--- src/rtl/omsp_hmac_pkg.sv ---
// rtl/omsp_hmac_pkg.sv - shared feeder state encoding, RATE legality and HMAC data_available encodings
package omsp_hmac_pkg;

    typedef enum logic [2:0] {
        FEED_IDLE       = 3'd0,
        FEED_FETCH      = 3'd1,
        FEED_ISSUE      = 3'd2,
        FEED_WAIT       = 3'd3,
        FEED_FINAL      = 3'd4,
        FEED_FINAL_WAIT = 3'd5
    } feed_state_e;

    // data_available qualifier carried with hmac_start_continue
    localparam logic HMAC_DA_DATA  = 1'b1;
    localparam logic HMAC_DA_FINAL = 1'b0;

    // chunk widths the HMAC message port accepts
    localparam int HMAC_RATE_NARROW = 8;
    localparam int HMAC_RATE_WIDE   = 16;

    function automatic bit rate_is_legal(input int rate);
        return (rate == HMAC_RATE_NARROW) || (rate == HMAC_RATE_WIDE);
    endfunction

endpackage

--- src/rtl/omsp_hmac_word_buf.sv ---
// rtl/omsp_hmac_word_buf.sv - one- or two-entry 16-bit word buffer, load on read ack, pop on word consumed
module omsp_hmac_word_buf #(
    parameter int DEPTH = 1
) (
    input  logic        clk,
    input  logic        reset,
    input  logic        i_load,
    input  logic [15:0] i_load_data,
    input  logic        i_pop,
    output logic        o_head_valid,
    output logic [15:0] o_head_next,
    output logic        o_next_valid
);

    logic [15:0]      r_data [DEPTH];
    logic [DEPTH-1:0] r_valid;
    logic [15:0]      w_data [DEPTH];
    logic [DEPTH-1:0] w_valid;
    logic             w_placed;

    // next contents: pop shifts toward the head, then a load fills the first free slot
    always_comb begin
        w_data   = r_data;
        w_valid  = r_valid;
        w_placed = 1'b0;
        if (i_pop) begin
            for (int i = 0; i < DEPTH - 1; i++) begin
                w_data[i]  = r_data[i+1];
                w_valid[i] = r_valid[i+1];
            end
            w_valid[DEPTH-1] = 1'b0;
        end
        if (i_load) begin
            for (int i = 0; i < DEPTH; i++) begin
                if (!w_valid[i] && !w_placed) begin
                    w_data[i]  = i_load_data;
                    w_valid[i] = 1'b1;
                    w_placed   = 1'b1;
                end
            end
        end
    end

    // entry storage
    always_ff @(posedge clk) begin
        if (reset) begin
            r_valid <= '0;
            for (int i = 0; i < DEPTH; i++) r_data[i] <= '0;
        end else begin
            r_valid <= w_valid;
            r_data  <= w_data;
        end
    end

    // o_head_next is the word the head will hold next cycle, so a registered chunk can be built from it
    assign o_head_valid = r_valid[0];
    assign o_head_next  = w_data[0];
    assign o_next_valid = (DEPTH > 1) && r_valid[DEPTH-1];

endmodule

--- src/rtl/omsp_hmac_msg_feeder.sv ---
// rtl/omsp_hmac_msg_feeder.sv - streams a memory byte range to the HMAC message port; build macro OMSP_HMAC_FEEDER_PREFETCH_EN
module omsp_hmac_msg_feeder
    import omsp_hmac_pkg::*;
#(
    parameter int RATE       = 8,
    parameter int ADDR_WIDTH = 16
) (
    input  logic                  clk,
    input  logic                  reset,
    input  logic                  i_start,
    input  logic [ADDR_WIDTH-1:0] i_addr_start,
    input  logic [ADDR_WIDTH-1:0] i_addr_end,
    output logic                  o_busy,
    output logic                  o_done,
    output logic                  o_error,
    output logic                  o_mem_rd_req,
    output logic [ADDR_WIDTH-1:0] o_mem_addr,
    input  logic                  i_mem_rd_ack,
    input  logic [15:0]           i_mem_rd_data,
    input  logic                  i_hmac_busy,
    output logic                  o_hmac_start_continue,
    output logic                  o_hmac_data_available,
    output logic [RATE-1:0]       o_hmac_data_in
);

`ifdef OMSP_HMAC_FEEDER_PREFETCH_EN
    localparam int BUF_DEPTH = 2;
    localparam bit PREFETCH  = 1'b1;
`else
    localparam int BUF_DEPTH = 1;
    localparam bit PREFETCH  = 1'b0;
`endif

    localparam bit RATE_OK = rate_is_legal(RATE);
    localparam logic [ADDR_WIDTH-1:0] STEP = ADDR_WIDTH'(RATE / 8);

    if (!RATE_OK) begin : g_bad_rate
        $error("omsp_hmac_msg_feeder: RATE must be 8 or 16");
    end

    feed_state_e           r_state, w_next;
    logic [ADDR_WIDTH-1:0] r_ptr, r_remaining, w_rem_next;
    logic                  r_word_done, w_issue_done;
    logic                  r_error;
    logic                  r_hmac_sc, r_hmac_da;
    logic [RATE-1:0]       r_hmac_data, w_chunk;
    logic                  w_req, w_load, w_pop, w_range_bad, w_accept;
    logic                  w_head_valid, w_next_valid, w_word_avail;
    logic [15:0]           w_head_next;

    assign w_range_bad  = i_addr_end < i_addr_start;
    assign w_accept     = (r_state == FEED_IDLE) && i_start && !w_range_bad;
    assign w_load       = w_req && i_mem_rd_ack;
    // after a finished word the next one must already sit behind it; otherwise the head still has bytes
    assign w_word_avail = r_word_done ? w_next_valid : w_head_valid;

    omsp_hmac_word_buf #(.DEPTH(BUF_DEPTH)) u_word_buf (
        .clk          (clk),
        .reset        (reset),
        .i_load       (w_load),
        .i_load_data  (i_mem_rd_data),
        .i_pop        (w_pop),
        .o_head_valid (w_head_valid),
        .o_head_next  (w_head_next),
        .o_next_valid (w_next_valid)
    );

    // state register
    always_ff @(posedge clk) begin
        if (reset) r_state <= FEED_IDLE;
        else       r_state <= w_next;
    end

    // next-state logic
    always_comb begin
        w_next = r_state;
        case (r_state)
            FEED_IDLE:       if (w_accept) w_next = FEED_FETCH;
            FEED_FETCH: begin
                if (r_remaining == '0)                w_next = FEED_FINAL;
                else if (w_head_valid || i_mem_rd_ack) w_next = FEED_ISSUE;
            end
            FEED_ISSUE:      w_next = FEED_WAIT;
            FEED_WAIT: begin
                if (!i_hmac_busy) begin
                    if (r_remaining == '0) w_next = FEED_FINAL;
                    else if (w_word_avail) w_next = FEED_ISSUE;
                    else                   w_next = FEED_FETCH;
                end
            end
            FEED_FINAL:      w_next = FEED_FINAL_WAIT;
            FEED_FINAL_WAIT: if (!i_hmac_busy) w_next = FEED_IDLE;
            default:         w_next = FEED_IDLE;
        endcase
    end

    // state-decoded outputs and buffer/memory handshakes
    always_comb begin
        o_busy = (r_state != FEED_IDLE);
        o_done = (r_state == FEED_FINAL_WAIT) && !i_hmac_busy;
        w_pop  = (r_state == FEED_WAIT) && !i_hmac_busy && r_word_done;
        w_req  = (r_state == FEED_FETCH) && (r_remaining != '0) && !w_head_valid;
        // read-ahead of the following word while the HMAC digests the last chunk of the current one
        if (PREFETCH && (r_state == FEED_WAIT) && r_word_done && !w_next_valid && (r_remaining != '0))
            w_req = 1'b1;
    end

    assign o_mem_rd_req = w_req;
    assign o_mem_addr   = w_req ? {r_ptr[ADDR_WIDTH-1:1], 1'b0} : '0;
    assign o_error      = r_error;

    // chunk for the upcoming ISSUE cycle, taken from the word the buffer head will hold
    always_comb begin
        w_chunk = w_head_next[RATE-1:0];
        if (RATE == 8 && r_ptr[0]) w_chunk = RATE'(w_head_next >> 8);
    end

    assign w_rem_next   = (r_remaining >= STEP) ? r_remaining - STEP : '0;
    assign w_issue_done = (RATE != 8) || r_ptr[0] || (r_remaining == ADDR_WIDTH'(1));

    // byte pointer, byte count and word-consumed flag
    always_ff @(posedge clk) begin
        if (reset) begin
            r_ptr       <= '0;
            r_remaining <= '0;
            r_word_done <= 1'b0;
            r_error     <= 1'b0;
        end else begin
            r_error <= (r_state == FEED_IDLE) && i_start && w_range_bad;
            if (w_accept) begin
                r_ptr       <= i_addr_start;
                r_remaining <= i_addr_end - i_addr_start;
                r_word_done <= 1'b0;
            end else if (r_state == FEED_ISSUE) begin
                r_ptr       <= r_ptr + STEP;
                r_remaining <= w_rem_next;
                r_word_done <= w_issue_done;
            end
        end
    end

    // HMAC strobes are flops loaded from the next state so they never follow hmac_busy combinationally
    always_ff @(posedge clk) begin
        if (reset) begin
            r_hmac_sc   <= 1'b0;
            r_hmac_da   <= 1'b0;
            r_hmac_data <= '0;
        end else begin
            r_hmac_sc   <= (w_next == FEED_ISSUE) || (w_next == FEED_FINAL);
            r_hmac_da   <= (w_next == FEED_ISSUE) ? HMAC_DA_DATA : HMAC_DA_FINAL;
            r_hmac_data <= (w_next == FEED_ISSUE) ? w_chunk : '0;
        end
    end

    assign o_hmac_start_continue = r_hmac_sc;
    assign o_hmac_data_available = r_hmac_da;
    assign o_hmac_data_in        = r_hmac_data;

endmodule

--- config.mk ---
export PLATFORM = sky130hd
export DESIGN_NAME = omsp_hmac_msg_feeder
export DESIGN_NICKNAME = d
export VERILOG_FILES = /design/src/rtl/omsp_hmac_pkg.sv /design/src/rtl/omsp_hmac_word_buf.sv /design/src/rtl/omsp_hmac_msg_feeder.sv
export SDC_FILE = /design/constraint.sdc
export NUM_CORES = 1
export LEC_CHECK = 0
export BUFFER_PORTS_ARGS = -buffer_cell sky130_fd_sc_hd__buf_2
export CORE_AREA = 2 2 95 97
export DETAILED_ROUTE_END_ITERATION = 8
export DIE_AREA = 0 0 97 99
export HOLD_SLACK_MARGIN = 0.1
export PLACE_DENSITY = 0.77
export SYNTH_ARGS = -nofsm -noshare
export SYNTH_HDL_FRONTEND = slang
export SYNTH_HIERARCHICAL = 1
export SYNTH_SLANG_ARGS = --single-unit
--- constraint.sdc ---
create_clock -name clk -period 3.1 [get_ports clk]
set_input_delay 0.155 -clock clk [delete_from_list [all_inputs] [get_ports clk]]
set_output_delay 0.155 -clock clk [all_outputs]
set_load 0.005 [all_outputs]
# --- Word-level counts from Yosys, hierarchy flattened ---
# Index checks and enable logic that the tools add are counted.
word_totals:
  regBits: 64
  out_inout_bits: 30
  elab_cells: 67
classes:
  addsub: 3
  magnitude_cmp: 2
  n_eq_ne: 8
  mux: 21
  bitwise: 1
  n_reduce_logical: 22
ops:
  columns: ["op", "n"]
  rows:
  - ["$mux 16", 8]
  - ["$mux 3", 6]
  - ["$pmux 3 s6", 1]
  - ["$add 16x1->16 const B", 1]
  - ["$eq 16x1->1 const B", 1]
  - ["$ge 16x1->1 const B", 1]
  - ["$logic_not 16->1", 1]
  - ["$lt 16x16->1", 1]
  - ["$reduce_bool 16->1", 1]
  - ["$sub 16x1->16 const B", 1]
  - ["$sub 16x16->16", 1]
  - ["$eq 3x2->1 const B", 3]
  - ["$eq 3x3->1 const B", 3]
  - ["$logic_and 1x1->1", 9]
  - ["$mux 8", 1]
  - ["$mux 1", 4]
  - ["$reduce_or 2->1", 2]
  - ["$eq 3x1->1 const B", 1]
  - ["$logic_not 1->1", 3]
  - ["$logic_not 3->1", 1]
  - ["$logic_or 1x1->1", 3]
  - ["$reduce_bool 3->1", 1]
  - ["$mux 2", 1]
  - ["$reduce_bool 2->1", 1]
  - ["$not 1->1", 1]

# --- Depth between registers and ports, before layout ---
# Gate-level depths: netlist of run 1.
logic_depth:
  word_depth: 8
  depth_mapped: 12
  ltp_nobuf: 10

# --- Hierarchy ---
# The synthesis of run 1 kept the hierarchy.
modules_own_cells:
  columns: ["mod", "instances", "cells_each", "area_per_inst_um2"]
  rows:
  - ["omsp_hmac_msg_feeder", 1, 428, 3378.2]
  - ["omsp_hmac_word_buf", 1, 95, 830.8]

# --- Least setup slack after synthesis of run 1 ---
# Ideal clock, no wire load.
synth_path:
  kind: "flip-flop to flip-flop"
  from: "reg r_remaining[2]"
  to: "reg r_hmac_data[0] (netlist: o_hmac_data_in[0])"
  setup_ns: 0.117
  t_arrival_ns: 2.140
  slack_ns: 0.843
  path_stages_with_launch: 11
  path_buffers: 2
  path_cell_list: "dfxtp_1 > or4_4 > nor3_4 > nand3_1 > and3_1 > buf_4 > buf_2 > nand3_1 > nand2_1 > mux2i_1 > nor2_1"
synth_via:
  word_cells_on_any_way: 14
  classes_between: "eq/ne: 1; mux: 6; bitwise: 1; reduce/logical: 6"
synth_lines:
  columns: ["item", "line_no", "source"]
  rows:
  - ["from (decl)", "omsp_hmac_msg_feeder.sv:42", "logic [ADDR_WIDTH-1:0] r_ptr, r_remaining, w_rem_next;"]
  - ["from (signal assigned)", "omsp_hmac_msg_feeder.sv:132", "r_remaining <= i_addr_end - i_addr_start;"]
  - ["from (signal assigned)", "omsp_hmac_msg_feeder.sv:136", "r_remaining <= w_rem_next;"]
  - ["$reduce_bool 16->1", "omsp_hmac_msg_feeder.sv:102", "w_req = (r_state == FEED_FETCH) && (r_remaining != '0) && !w_head_valid;"]
  - ["$logic_and 1x1->1 (2 in series)", "omsp_hmac_msg_feeder.sv:102", null]
  - ["$logic_and 1x1->1", "omsp_hmac_msg_feeder.sv:53", "assign w_load = w_req && i_mem_rd_ack;"]
  - ["named net w_load", "omsp_hmac_msg_feeder.sv:47", "logic w_req, w_load, w_pop, w_range_bad, w_accept;"]
  - ["$mux 16", "omsp_hmac_word_buf.sv:33", "if (i_load) begin"]
  - ["named net w_head_next[8]", "omsp_hmac_msg_feeder.sv:49", "logic [15:0] w_head_next;"]
  - ["$mux 8", "omsp_hmac_msg_feeder.sv:115", "if (RATE == 8 && r_ptr[0]) w_chunk = RATE'(w_head_next >> 8);"]
  - ["to (signal assigned)", "omsp_hmac_msg_feeder.sv:151", "r_hmac_data <= (w_next == FEED_ISSUE) ? w_chunk : '0;"]
  - ["to (decl)", "omsp_hmac_msg_feeder.sv:46", "logic [RATE-1:0] r_hmac_data, w_chunk;"]
# The timed path passes the listed nets, and every way through them passes these cells.
# A chain may end at the register's enable or synchronous reset.

# --- Worst setup path in the final report of run 1 ---
layout_path:
  from: "in i_addr_start[0]"
  to: "reg r_remaining[6]"
layout_via:
  elab_chain_cells: 4
  word_cells_on_any_way: 6
  classes_between: "add/sub: 1; order compare: 1; mux: 1; reduce/logical: 3"
layout_rtl:
  columns: ["item", "line_no", "source"]
  rows:
  - ["from (decl)", "omsp_hmac_msg_feeder.sv:11", "input logic [ADDR_WIDTH-1:0] i_addr_start,"]
  - ["$lt 16x16->1", "omsp_hmac_msg_feeder.sv:51", "assign w_range_bad = i_addr_end < i_addr_start;"]
  - ["$logic_not 1->1", "omsp_hmac_msg_feeder.sv:52", "assign w_accept = (r_state == FEED_IDLE) && i_start && !w_range_bad;"]
  - ["$logic_and 1x1->1", "omsp_hmac_msg_feeder.sv:52", null]
  - ["$mux 16 / $reduce_bool 2->1 (equally long branches)", null, null]
# Several ways; a longest one is shown, not always the timed one.

==> results.json, run 1 <==
{
  "run_status": "finished, final reports clean",
  "r2r-end": "o_hmac_data_in[2]$_SDFF_PP0_",
  "rr_worst_depth": 9,
  "start_util_pct": 49.22,
  "final.setup.worst_slack_ns": 0.1791,
  "clock_skew_ns": 0.01590,
  "drt-total-wl_mm": 11.17,
  "core-area_sq_um": 8551,
  "worst_slew_pin_slew_ns": 0.6568,
  "hold_end": "u_word_buf/r_data[14]$_SDFF_PP0_",
  "wl_per_cell_um": 15.67,
  "final.setup.tns_ns": 0,
  "portBuffers": 81,
  "clock-root-buffer": "clkbuf_8",
  "total_leakage_power_uw": 0.002114,
  "synth_compound_area_share_pct": 22.24,
  "worst_setup_path_end_kind": "register",
  "fp.dieH_um": 99,
  "layout.nets": 673,
  "synth_simple_gate_area_share_pct": 25.18,
  "insertedDiodeCount": 0,
  "row_count": 34,
  "post-route-util_pct": 57.86,
  "vias_per_cell": 5.851,
  "async_reset_ff_share_pct": 0,
  "htreeDepth": 3,
  "synth-edff-count": 0,
  "cts_tree": "built",
  "synth_area_per_cell_sq_um": 8.048,
  "drt_iter0_drc": 249,
  "synth_flop_cell": "dfxtp_1",
  "critPathMaxStageDelay_ns": 0.53,
  "critical_path_buf_inv_count": 3,
  "hp-start": "i_mem_rd_data[14]",
  "grt_pass1_wl_mm": 18.51,
  "synth-xor-area-share_pct": 6.034,
  "grt_overflow": 0,
  "rsz0062_at_grt": "no",
  "firstDrtPassIters": 5,
  "final_cell_mix": "81 x buf_2, 64 x dfxtp_1, 56 x nor2_1, 34 x nand3_1, 34 x nand2_1",
  "synthMuxAreaShare_pct": 2.646,
  "cts_sinks": 64,
  "drv_cap": 0,
  "worstHoldPathType": "in2reg",
  "grt.met3_usage_pct": 3.121,
  "p_per_area_nw_per_um2": 568.1,
  "path_delay_family": "compound AO/OA/AOI/OAI gates",
  "gr-max-usage-layer": "met2",
  "ir_drop_v": 0.0002255,
  "synth_nets": 596,
  "grt_pass1_vias": 3907,
  "final_common_cell": "buf_2",
  "insertion_delay_ns": 0.35,
  "synth_top_family_by_area": "simple AND/OR/NAND/NOR gates",
  "yosysSeqAreaShare_pct": 30.44,
  "drive_above_1_share_pct": 24.46,
  "numCtsBuffers": 9,
  "fmax_ghz": 0.3424,
  "ys_ff_latch": 64,
  "netlist_instances": 523,
  "met2_usage_pct": 37.61,
  "fin_crit_sh_pct": 94.22,
  "clk_pin_slew_ns": 0.08,
  "finalSetupViolCount": 0,
  "cp.arrival_ns": 3.13,
  "synthAdderAreaFrac_pct": 6.124,
  "worstPathCellList": "dlygate4sd3_1 -> buf_2 -> ha_1 -> fa_1 -> nand2b_1 -> a21oi_2 -> o21ai_0 -> a31oi_2 -> nor2b_2 -> buf_4 -> a311o_1 -> o31ai_1",
  "required_ns": 3.31,
  "worstSetupStartpointType": "input port",
  "finalPower_uw": 2810,
  "cts_buffer_depth": 2,
  "relSlewSlack_pct": 56.21,
  "gp_congestion": 0.9380,
  "grt_util_all_layers_pct": 23.16,
  "dpl.hpwl_mm": 8.074,
  "critPathKind": "in2reg",
  "yosysWarnings": 6,
  "rrSetupSlack_ns": 0.46,
  "ios": 83,
  "path_max_fanout": 20,
  "synth.distinct_cells": 66,
  "fin_crit_ns": 2.921,
  "syn_area_sq_um": 4209,
  "die-area_sq_um": 9603,
  "pre_cts_slack_ns": 0.2941,
  "via_count": 4172,
  "area_growth_pct": 17.54,
  "die_w_um": 97,
  "drc": 0,
  "grt_max_degree": 31,
  "fillers": 767,
  "final-hold-violation-count": 0,
  "slowest_stage": "dlygate4sd3_1",
  "slew_viol_final": 0,
  "grt_use_met1_pct": 31.07,
  "antenna_found_initial": 0,
  "antenna_left": 0,
  "rr_startpoint": "r_remaining[2]$_SDFFE_PP0P_",
  "hold_depth": 3
}
## worst reg2reg max path: cells and delay by family, from the launching register on
family	cells	cell delay, ns
flops	1	0.38
buf+inv	1	0.31
simple gates	6	1.64
compound gates	1	0.17
mux	1	0.07
## layer usage
metal  routed length (um)  share of wire (%)
met1                 4957                 44
met2                 5253                 47
met3                  714                6.4
met4                  245                2.2
met5                    0                  0
## through the flow
stage | instance area [sq um] | cells | hold slack [ns]
after detailed placement | 4643 | 690 | 0.4436
after CTS | 4937 | 713 | 0.1015
after global placement | 4643 | 690 | 0.4449
after floorplan | 4209 | 523 | 0.2852
final | 4947 | 713 | 0.1093
after global routing | 4947 | 713 | 0.1130
## state kept, by name, summed over array words and instances (netlist names)
register and flops:
r_ptr 16, r_remaining 16, u_word_buf/r_data 16, o_hmac_data_in 8, r_state 3, o_error 1
o_hmac_data_available 1, o_hmac_start_continue 1, r_word_done 1, u_word_buf/o_head_valid 1
## Yosys cell counts, types with 6 or more instances
library cell / instances / area [sq um]
a211oi_1: 28 / 210.2
nand2_1: 34 / 127.6
buf_4: 6 / 45.04
xnor2_1: 20 / 175.2
buf_2: 7 / 35.03
nor2_1: 56 / 210.2
a21oi_2: 10 / 87.58
inv_1: 28 / 105.1
nor3_1: 16 / 80.08
a31oi_1: 11 / 68.82
ha_1: 19 / 237.7
xor2_1: 9 / 78.83
o21ai_0: 19 / 95.09
dfxtp_1: 64 / 1281
nand3_1: 34 / 170.2
nand2b_1: 13 / 81.33
mux2i_1: 10 / 100.1
o21ai_2: 10 / 87.58
and3_1: 15 / 93.84
a21oi_1: 27 / 135.1
clkbuf_1: 15 / 56.30
## worst max path at each step
stage | start | end | slack, ns | cells after the start
5_1_grt | i_addr_start[0] | r_ptr[14]$_SDFFE_PP0P_ | 0.04 | 12
2_1_floorplan | r_remaining[2]$_SDFFE_PP0P_ | o_hmac_data_in[0]$_SDFF_PP0_ | 0.84 | 10
6_report | i_addr_start[0] | r_remaining[6]$_SDFFE_PP0P_ | 0.18 | 12
3_3_place_gp | i_addr_start[0] | r_remaining[6]$_SDFFE_PP0P_ | 0.39 | 11
3_5_place_dp | i_addr_start[0] | r_remaining[6]$_SDFFE_PP0P_ | 0.29 | 11
4_1_cts | i_addr_start[0] | r_remaining[6]$_SDFFE_PP0P_ | 0.11 | 12
## what timing repair did
action,CTS,global route
endpoints found under the setup margin,0,19
hold buffers,7,0
endpoints found under the hold margin,7,0
buffers inserted,0,0
resized for setup,0,2
## cell type report
class	instances	area (sq um)	share of cell area (%)
Multi-Input combinational cell	398	2645	53.46
Clock buffer	9	123.9	2.504
Timing Repair Buffer	98	550.5	11.13
Clock inverter	7	100.1	2.023
Tap cell	108	135.1	2.731
Sequential cell	64	1281	25.90
Inverter	29	111.4	2.251
## where the power goes
part / internal, uW / leakage [uW] / switching [uW]
Sequential: 910 / 0.000520 / 84.4
Clock: 461 / 0.000115 / 358
Combinational: 392 / 0.00148 / 605
Total: 1760 / 0.00211 / 1050
## logic make-up (layout without fill, tap and decap cells)
group,count (synthesis),count (layout)
buffers and inverters,61,143
muxes,11,11
AOI/OAI and AO/OA,134,134
other,2,2
xor gates and xnor gates,29,29
DFF,64,64
and+or+nand+nor,202,202
adders and majority gates,20,20
Power figures use the tool's default switching activity.
==> inputs of run 2 (changes only) <==
Settings changed: CORE_AREA 2 2 95 97 to 2 2 104 106, DIE_AREA 0 0 97 99 to 0 0 106 108, PLACE_DENSITY 0.77 to 0.67.
==> results.json, run 2 (synthesized netlist as in run 1, its figures left out) <==
{
  "cts_tree": "built",
  "row_count": 37,
  "portBuffers": 81,
  "relSlewSlack_pct": 54.82,
  "drc": 0,
  "post-route-util_pct": 49.09,
  "worstHoldPathType": "in2reg",
  "critPathMaxStageDelay_ns": 0.58,
  "area_growth_pct": 19.32,
  "grt_max_degree": 37,
  "ir_drop_v": 0.0002162,
  "finalSetupViolCount": 0,
  "cp.arrival_ns": 2.94,
  "final_common_cell": "buf_2",
  "drive_above_1_share_pct": 23.61,
  "cts_buffer_depth": 2,
  "worst_setup_path_end_kind": "register",
  "final.setup.tns_ns": 0,
  "via_count": 4075,
  "final-hold-violation-count": 0,
  "top_regs": "r_ptr x16, r_remaining x16, u_word_buf/r_data x16",
  "p_per_area_nw_per_um2": 560.5,
  "total_leakage_power_uw": 0.002131,
  "antenna_found_initial": 0,
  "required_ns": 3.38,
  "drv_cap": 0,
  "fmax_ghz": 0.3764,
  "antenna_left": 0,
  "numCtsBuffers": 9,
  "cts_sinks": 64,
  "worstPathCellList": "or4_4 -> nor3_4 -> nand3_1 -> and3_1 -> inv_4 -> o21ai_0 -> nand2_1 -> mux2i_1 -> nor2_1",
  "worst_slew_pin_slew_ns": 0.6715,
  "fin_crit_ns": 2.657,
  "slew_viol_final": 0,
  "path_delay_family": "simple AND/OR/NAND/NOR gates",
  "gp_congestion": 0.8734,
  "grt_overflow": 0,
  "insertion_delay_ns": 0.35,
  "path_max_fanout": 17,
  "die-area_sq_um": 11450,
  "slowest_stage": "or4_4",
  "run_status": "finished, final reports clean",
  "critical_path_buf_inv_count": 1,
  "fin_crit_sh_pct": 85.71,
  "grt_pass1_vias": 3832,
  "register_area_sq_um": 1281,
  "core-area_sq_um": 10230,
  "postCtsHoldBufs": 13,
  "rsz0062_at_grt": "no",
  "critPathKind": "reg2reg",
  "fillers": 993,
  "worstSetupStartpointType": "register",
  "clock_skew_ns": 0.01188,
  "drt_iter0_drc": 244,
  "wl_per_cell_um": 15.13,
  "ctsResizeCount": 0,
  "insertedDiodeCount": 0,
  "clk_pin_slew_ns": 0.08,
  "fin_cells": 746,
  "post_cts_buffers": 0,
  "holdWs_ns": 0.1070,
  "die_w_um": 106,
  "start_util_pct": 41.14,
  "drt-total-wl_mm": 11.29,
  "fp.dieH_um": 108,
  "multi_input_area_sq_um": 2629,
  "clock-root-buffer": "clkbuf_8",
  "grt_util_all_layers_pct": 20.31,
  "ios": 83,
  "vias_per_cell": 5.462,
  "dp_cells": 717,
  "firstDrtPassIters": 5,
  "dpl.hpwl_mm": 8.198,
  "final_cell_mix": "81 x buf_2, 64 x dfxtp_1, 56 x nor2_1, 34 x nand3_1, 34 x nand2_1",
  "htreeDepth": 3,
  "layout.nets": 678,
  "grt_pass1_wl_mm": 18.73
}
## run 2: cell types whose count changed in the layout (fill, tap and decap cells not counted)
cell | before | now
dlygate4sd3_1 | 7 | 13
clkinv_4 | 1 | 3
a21oi_1 | 26 | 27
a21oi_2 | 11 | 10
a31oi_1 | 10 | 11
a31oi_2 | 1 | 0
buf_4 | 10 | 9
clkinv_2 | 1 | 0
inv_6 | 3 | 2
nor4b_1 | 0 | 1
nor4b_2 | 1 | 0
## run 2: final cells by class
cell class / instances / share of cell area (%)
clock inverter: 7 / 2.068
clock buffer: 9 / 2.466
timing repair buffer: 103 / 12.01
inverter: 29 / 2.217
sequential: 64 / 25.51
tap: 136 / 3.388
multi-input combinational: 398 / 52.34
## run 2: report_power, final
group          switching (uW)  total, uW  internal, uW
Combinational             587        979           392
Clock                     375        837           463
Sequential               88.4        998           910
Total                    1050       2820          1760
## run 2: path summary, 6_finish.rpt
kind / from / end / slack [ns] / cells after the start
worst min register to register: u_word_buf/r_data[10]$_SDFF_PP0_ / u_word_buf/r_data[10]$_SDFF_PP0_ / 0.47 / 2
worst min-delay path: i_addr_start[12] / r_ptr[12]$_SDFFE_PP0P_ / 0.11 / 3
worst max register to register: r_remaining[2]$_SDFFE_PP0P_ / o_hmac_data_in[3]$_SDFF_PP0_ / 0.44 / 9
worst max-delay path: r_remaining[2]$_SDFFE_PP0P_ / o_hmac_data_in[3]$_SDFF_PP0_ / 0.44 / 9
## run 2: worst register-to-register path, stage by stage, from the launching register on
cell and delay (ns):
dfxtp_1 0.38, or4_4 0.58, nor3_4 0.30, nand3_1 0.15
and3_1 0.44, inv_4 0.32, o21ai_0 0.16, nand2_1 0.10
mux2i_1 0.07, nor2_1 0.09
## run 2: metal layers
| layer | wire length [um] | up-vias | GRT usage, % |
|---|---|---|---|
| met5 | 0 | - | 0 |
| met4 | 179 | 0 | 6.391 |
| met3 | 628 | 12 | 3.315 |
| met2 | 5193 | 134 | 32.81 |
| met1 | 5284 | 1894 | 27.87 |
| li1 | - | 2035 | - |
## run 2: through the flow
step                      cell area, sq um  total power [uW]  worst slack (ns)
final                                 5022              2815            0.4431
after floorplan                       4209              1739            0.8433
after global placement                4664              1950            0.4691
after detailed placement              4664              1967            0.3964
after CTS                             5022              2822            0.4324
after global routing                  5022              2994            0.2178
